$ cat src/rtl/vector_pkg.sv
// Shared widths, state encoding and write-port record for the writeback path.
package vector_pkg;

  localparam int WIDTH        = 24;
  localparam int VECTOR_WIDTH = 8;
  localparam int ADDRESSWIDTH = 4;
  localparam int INDEXWIDTH   = 3;

  typedef enum logic {
    IDLE,
    GATHER
  } wb_state_e;

  typedef logic [VECTOR_WIDTH-1:0][WIDTH-1:0] vec_t;

  // One registered register-file write request.
  typedef struct packed {
    logic                    we;
    logic [ADDRESSWIDTH-1:0] addr;
    logic [WIDTH-1:0]        data;
    vec_t                    data_v;
    logic                    isvector;
    logic                    vect_esc;
    logic [INDEXWIDTH-1:0]   index;
  } wb_port_t;

endpackage

$ cat src/rtl/vector_gather_buffer.sv
// Collects vector-load beats one element at a time. fill_v shows the buffer
// contents including the beat being pushed this cycle, so the final beat can
// be written out together with the elements already stored.
module vector_gather_buffer #(
  parameter int WIDTH = vector_pkg::WIDTH,
  parameter int DEPTH = vector_pkg::VECTOR_WIDTH
) (
  input  logic                             clock,
  input  logic                             reset,
  input  logic                             push,
  input  logic [WIDTH-1:0]                 push_data,
  output logic [$clog2(DEPTH)-1:0]         count,
  output logic                             last,
  output logic [DEPTH-1:0][WIDTH-1:0]      fill_v
);

  localparam int CW = $clog2(DEPTH);

  logic [CW-1:0]               count_q, count_d;
  logic [DEPTH-1:0][WIDTH-1:0] elems_q, elems_d;

  // Next contents: write the pushed beat at the current slot and advance.
  always_comb begin
    elems_d = elems_q;
    count_d = count_q;
    if (push) begin
      elems_d[count_q] = push_data;
      count_d          = (count_q == CW'(DEPTH - 1)) ? '0 : count_q + 1'b1;
    end
  end

  // Element storage and slot counter.
  always_ff @(posedge clock) begin
    // NOTE: this storage is cleared on reset on purpose; a stale partial vector must never become observable after reset.
    if (reset) begin
      // NOTE: sequential state uses <= so every flop samples pre-edge values.
      elems_q <= '0;
      count_q <= '0;
    end else begin
      elems_q <= elems_d;
      count_q <= count_d;
    end
  end

  assign count  = count_q;
  assign last   = (count_q == CW'(DEPTH - 1));
  assign fill_v = elems_d;

endmodule

$ cat src/rtl/writeback_unit.sv
// Register-file writeback arbiter. Memory beats have fixed priority over ALU
// results; 8-beat vector loads are gathered and written as one vector.
// The write-port record comes from vector_pkg, so the parameters are expected
// to keep their package default values.
module writeback_unit #(
  parameter int WIDTH        = vector_pkg::WIDTH,
  parameter int VECTOR_WIDTH = vector_pkg::VECTOR_WIDTH,
  parameter int ADDRESSWIDTH = vector_pkg::ADDRESSWIDTH
) (
  input  logic                                 clock,
  input  logic                                 reset,
  input  logic                                 alu_valid,
  output logic                                 alu_ready,
  input  logic [ADDRESSWIDTH-1:0]              alu_addr,
  input  logic [WIDTH-1:0]                     alu_data,
  input  logic [VECTOR_WIDTH-1:0][WIDTH-1:0]   alu_data_v,
  input  logic                                 alu_isvector,
  input  logic                                 alu_vect_esc,
  input  logic [2:0]                           alu_index,
  input  logic                                 mem_valid,
  output logic                                 mem_ready,
  input  logic [ADDRESSWIDTH-1:0]              mem_addr,
  input  logic [WIDTH-1:0]                     mem_data,
  input  logic                                 mem_isvector,
  output logic                                 writeEnable,
  output logic [ADDRESSWIDTH-1:0]              writeAddress,
  output logic [WIDTH-1:0]                     dataToSave,
  output logic [VECTOR_WIDTH-1:0][WIDTH-1:0]   dataToSave_v,
  output logic                                 isvector_A,
  output logic                                 vect_esc_A,
  output logic [2:0]                           index_A,
  output logic                                 busy
);

  import vector_pkg::*;

  wb_state_e                     state_q, state_d;
  wb_port_t                      out_q, out_d;
  logic [ADDRESSWIDTH-1:0]       gather_addr_q, gather_addr_d;
  logic                          push;
  logic                          last;
  logic [$clog2(VECTOR_WIDTH)-1:0] count;
  logic [VECTOR_WIDTH-1:0][WIDTH-1:0] fill_v;

  vector_gather_buffer #(
    .WIDTH (WIDTH),
    .DEPTH (VECTOR_WIDTH)
  ) u_gather (
    .clock     (clock),
    .reset     (reset),
    .push      (push),
    .push_data (mem_data),
    .count     (count),
    .last      (last),
    .fill_v    (fill_v)
  );

  assign mem_ready = 1'b1;

  // Arbitration, gather sequencing and next write-port contents.
  always_comb begin
    // NOTE: every always_comb output gets a default first so no latch is inferred.
    state_d       = state_q;
    gather_addr_d = gather_addr_q;
    out_d         = out_q;
    out_d.we      = 1'b0;
    push          = 1'b0;
    alu_ready     = 1'b0;

    case (state_q)
      IDLE: begin
        alu_ready = !mem_valid;
        if (mem_valid) begin
          if (mem_isvector) begin
            push          = 1'b1;
            gather_addr_d = mem_addr;
            state_d       = GATHER;
          end else begin
            out_d.we       = 1'b1;
            out_d.addr     = mem_addr;
            out_d.data     = mem_data;
            out_d.isvector = 1'b0;
            out_d.vect_esc = 1'b0;
          end
        end
      end
      GATHER: begin
        // Block the ALU when the final beat claims the write port, or when it
        // would overwrite the vector register currently being assembled.
        alu_ready = !(mem_valid && last) &&
                    !(alu_isvector && (alu_addr == gather_addr_q));
        if (mem_valid) begin
          push = 1'b1;
          if (last) begin
            out_d.we       = 1'b1;
            out_d.addr     = gather_addr_q;
            out_d.data_v   = fill_v;
            out_d.isvector = 1'b1;
            out_d.vect_esc = 1'b0;
            state_d        = IDLE;
          end
        end
      end
      default: state_d = IDLE;
    endcase

    if (alu_valid && alu_ready) begin
      out_d.we       = 1'b1;
      out_d.addr     = alu_addr;
      out_d.data     = alu_data;
      out_d.data_v   = alu_data_v;
      out_d.isvector = alu_isvector;
      out_d.vect_esc = alu_vect_esc;
      out_d.index    = alu_index;
    end
  end

  // State, gather address and registered write port.
  always_ff @(posedge clock) begin
    if (reset) begin
      state_q       <= IDLE;
      gather_addr_q <= '0;
      out_q         <= '0;
    end else begin
      state_q       <= state_d;
      gather_addr_q <= gather_addr_d;
      out_q         <= out_d;
    end
  end

  assign writeEnable  = out_q.we;
  assign writeAddress = out_q.addr;
  assign dataToSave   = out_q.data;
  assign dataToSave_v = out_q.data_v;
  assign isvector_A   = out_q.isvector;
  assign vect_esc_A   = out_q.vect_esc;
  assign index_A      = out_q.index;
  assign busy         = (state_q == GATHER);

endmodule

$ cat config.mk
export PLATFORM = sky130hd
export DESIGN_NAME = writeback_unit
export DESIGN_NICKNAME = d
export VERILOG_FILES = /design/src/rtl/vector_pkg.sv /design/src/rtl/vector_gather_buffer.sv /design/src/rtl/writeback_unit.sv
export SDC_FILE = /design/constraint.sdc
export NUM_CORES = 1
export LEC_CHECK = 0
export ABC_AREA = 1
export ABC_CLOCK_PERIOD_IN_PS = 6180
export CAP_MARGIN = 15
export CORE_MARGIN = 3
export CORE_UTILIZATION = 53
export DETAILED_ROUTE_END_ITERATION = 8
export PLACE_DENSITY_LB_ADDON = 0.05
export SYNTH_ARGS = -nofsm -noshare
export SYNTH_HDL_FRONTEND = slang
export SYNTH_SLANG_ARGS = --single-unit
export TNS_END_PERCENT = 1
$ cat constraint.sdc
create_clock -name clock -period 6.18 [get_ports clock]
set_clock_uncertainty 0.15 [all_clocks]
set_input_delay 1.236 -clock clock [delete_from_list [all_inputs] [get_ports clock]]
set_output_delay 1.236 -clock clock [all_outputs]
set_load 0.01 [all_outputs]
# Yosys cells after proc, flatten, opt, wreduce, memory -nomap -nowiden
# Index checks and enable logic that the tools add are counted.
classes:
  n_addsub: 1
  magnitude_cmp: 2
  eq_ne: 8
  mux: 26
  n_bitwise: 1
  n_reduce_logical: 15
op_table:
  columns: ["cell", "n"]
  rows:
  - ["194-bit two-way mux", 2]
  - ["192-bit two-way mux", 2]
  - ["226-bit two-way mux", 1]
  - ["192-bit bitwise mux", 1]
  - ["24-bit demux with 3-bit select", 1]
  - ["29-bit two-way mux", 2]
  - ["24-bit two-way mux", 2]
  - ["5-bit two-way mux", 2]
  - ["5-bit case mux with 2 select lines", 1]
  - ["3-bit AND reduction", 3]
  - ["3-bit inequality test (second input constant)", 2]
  - ["1-bit case mux with 2 select lines", 3]
  - ["2-bit nonzero test", 3]
  - ["1-bit logical AND", 5]
  - ["1-bit two-way mux", 5]
  - ["4-bit equality test", 1]
  - ["3-bit by 4-bit < comparator with 1-bit output (second input constant)", 1]
  - ["2-bit two-way mux", 2]
  - ["2-bit by 1-bit inequality test with 1-bit output (second input constant)", 2]
  - ["2-bit case mux with 2 select lines", 1]
  - ["4-bit AND reduction", 1]
  - ["3-bit by 1-bit adder with 3-bit output (second input constant)", 1]
  - ["3-bit equality test (second input constant)", 1]
  - ["3-bit by 1-bit >= comparator with 1-bit output (second input constant)", 1]
  - ["other kinds (5)", 7]
word_totals:
  ff_bits: 426
  input_bits: 258
  output_inout_bits: 229
  word_cells: 78

# Logic depth before layout (Yosys ltp)
depth:
  ltp_word: 10
  ltp_mapped: 13
  ltp_nobuf: 12

# Modules after synthesis
# A second synthesis with hierarchy kept.
hier_totals:
  hier_cells: 3361
  area_unflattened_um2: 20419.6
by_module_without_submodules:
  columns: ["mod", "instances", "cells_per_inst", "area_each_um2", "seq_area_each_um2"]
  rows:
  - ["writeback_unit", 1, 1888, 11501.0, 4624.4]
  - ["vector_gather_buffer", 1, 1473, 8918.6, 3903.7]

# Worst setup path after synthesis
# Ideal clock, no wire load.
synth_timing:
  path_kind: "input-to-output"
  startpoint: "input mem_valid"
  endpoint: "output alu_ready"
  t_arrival_ns: 2.208
  required_time_ns: 4.794
  slack_ns: 2.586
  stages: 8
  n_path_buf: 3
  cell_sequence: "nand2_2 -> nor2_1 -> inv_2 -> buf_2 -> buf_2 -> buf_2 -> nand2_1 -> nor2_1"
synth_between:
  elab_chain_cells: 4
  elab_cells_between_ends: 5
  cone_classes: "mux (1); reduce/logical (4)"
synth_rtl:
  columns: ["element", "line_no", "text"]
  rows:
  - ["start, declared", "writeback_unit.sv:20", "input logic mem_valid,"]
  - ["1-bit logical AND", "writeback_unit.sv:90", "alu_ready = !(mem_valid && last) &&"]
  - ["1-bit logical NOT", "writeback_unit.sv:90", null]
  - ["1-bit logical AND", "writeback_unit.sv:90", null]
  - ["1-bit case mux with 2 select lines *", "writeback_unit.sv:70", "case (state_q)"]
  - ["end, declared", "writeback_unit.sv:13", "output logic alu_ready,"]
# Every way passes the cells marked *; elsewhere a longest branch is shown, timed or not.

# Final worst setup path
# Same ends and word-level chain as after synthesis.

==> qor.yml <==
hold_viol: 0
maxCapViolations: 0
synth_ff_type: "dfxtp_1"
yosys.area.top_type: "dfxtp_1"
arrival_ps: 3220
grt_pass1_wl_mm: 95.9
rsz0062_at_grt: "no"
fin_crit_sh: 0.745
cts_hold_buf: 0
row_count: 68
drive_gt1_frac: 0.0419
cts_root_buffer: "clkbuf_16"
slew_violations: 0
via_count: 18800
cp.required_ps: 4790
yosysWarnings: 0
status: "finished clean"
synth_fa_ha_area_frac: 0.00134
syn_nets: 3043
power_density_nw_per_um2: 267
muxShareOfSynthArea: 0.00909
wl_per_cell_um: 17.4
crit_path_start_kind: "primary input"
cp_max_fo: 128
die_area_um2: 37600
fmax_mhz: 217
cts_resized: 0
grt_overflow: 0
drt_iter0_drc: 1538
synth-seq-area-share: 0.456
hpwl_mm: 42.2
synth.distinct_cells: 27
syn_to_final_growth_pct: 33.3
place_congestion: 0.879
grt_max_degree: 237
cts_post_setup_buffers_inserted: 0
hold_ws_ps: 307
yosys-top-cells-area: "dfxtp_1 (46%), nand2_1 (14%), nor2_1 (11%)"
clock_latency_ps: 540
coreArea_um2: 34700
grt_pass1_vias: 17300
setup_ws_ps: 1580
relSlewSlack: 0.198
yosys_register_bits: 426
crit_type: "primary input to output port"
layout_commonest_cell: "nand2_1"
syn_inst: 2783
cts_htree_levels: 2
synthesis.area_um2: 18700
final_cell_mix: "nand2_1 (679), nor2_1 (568), clkdlybuf4s50_1 (484)"
vdd_drop_max_mv: 0.199
drc_errors: 0
yosys.area_share.xor_xnor: 0.000468
synth-edff-count: 0
antenna_found_initial: 3
cts_made_buffers: 44
synthSimpleGateAreaFrac: 0.323
dr.pass1.iters: 5
clk_pin_slew_worst_paths_ps: 60
syn_area_per_cell_um2: 6.73
avgViaCountPerCell: 5.18
place_ws_ps: 1570
postSynth.asyncResetShare: 0
p_leak_nw: 11.4
io_pins: 487
synth_top_family_by_area: "simple AND/OR/NAND/NOR gates"
tightest_slew_ps: 1200
die_x_um: 194
start_util: 0.539
gr-usage-all-layers: 0.316
worstSetupEndpointType: "output port"
nNetsFinal: 3399
hp-class: "flip-flop to flip-flop"
min_period_ps: 4600
ant_nets: 0
cts_tree: "built"
netlist.area_leader.share: 0.456
synth-compound-area-share: 0.0952
setup_tns_ps: 0
portBuffers: 485
setup_viol_count_final: 0
cts.sinks: 426
clockBufferDepth: 3
fp.dieH_um: 194
wirelength_mm: 63.1
==> state kept, by name (all words and copies together) (netlist names), 3 cells and up <==
name	flops
u_gather.count	3
dataToSave_v	192
u_gather.elems_q	192
writeAddress	4
dataToSave	24
gather_addr_q	4
index_A	3
==> worst max-delay path: stages <==
cell and delay [ps]:
clkdlybuf4s50_1 460, nand2_2 140, nor2_4 60, inv_8 530, nand2_1 110, nor2_1 110
clkdlybuf4s50_1 540
==> where the power goes <==
group,switching [W],internal [W],total (W)
clock,0.00110,0.00164,0.00274
combinational,0.000524,0.000447,0.000972
sequential,0.0000626,0.00288,0.00294
==> through the flow <==
stage / util / area, µm² / power (W) / instances
after floorplan: - / 18700 / 0.00346 / 2783
after global placement: 0.674 / 23400 / 0.00394 / 3546
after detailed placement: 0.674 / 23400 / 0.00396 / 3546
after CTS: 0.717 / 24900 / 0.00667 / 3627
after global routing: 0.719 / 25000 / 0.00688 / 3632
final: 0.719 / 25000 / 0.00666 / 3633
==> metal layers <==
layer | routed length (µm) | vias up | track usage
li1 | - | 9255 | -
met1 | 25800 | 8648 | 0.407
met2 | 29600 | 783 | 0.523
met3 | 5050 | 143 | 0.0627
met4 | 2750 | 0 | 0.129
met5 | 0 | - | 0
==> synth_stat cells, types with 4 or more instances <==
cell and number:
o21ai_1 17, nand3_1 257, nand2_1 680, a211oi_2 31, o21ai_0 102, a22oi_1 4
mux2i_1 17, buf_4 17, buf_2 67, buf_1 10, a21oi_1 149, nor2_1 570
clkbuf_1 84, inv_1 323, dfxtp_1 426, inv_2 5, buf_6 9
==> kinds of logic (layout without fill, tap and decap cells) <==
family,count (synthesis),in the layout
buf+inv,515,906
simple gates,1515,1515
compound gates,306,306
other cells,1,5
xor+xnor,1,1
fa+ha+maj,2,2
mux,17,17
flops,426,426
==> final cells by class <==
class | count | area [µm²]
inverters | 328 | 1240
clock buffers | 69 | 1370
well taps | 455 | 569
clock inverters | 12 | 143
flip-flops and latches | 426 | 8530
repair buffers | 497 | 5020
fillers | 2965 | 9760
diodes | 4 | 10.0
multi-input cells | 1842 | 8080
==> final timing paths <==
kind / slack [ps] / end / depth (start not counted) / startpoint
worst min register to register: 310 / u_gather.elems_q[71] / 2 / u_gather.elems_q[71]
worst max-delay path: 1580 / alu_ready / 7 / mem_valid
worst max register to register: 2500 / dataToSave_v[78] / 12 / u_gather.count[1]
worst min-delay path: 310 / u_gather.elems_q[71] / 2 / u_gather.elems_q[71]
(Power assumes the default switching activity.)
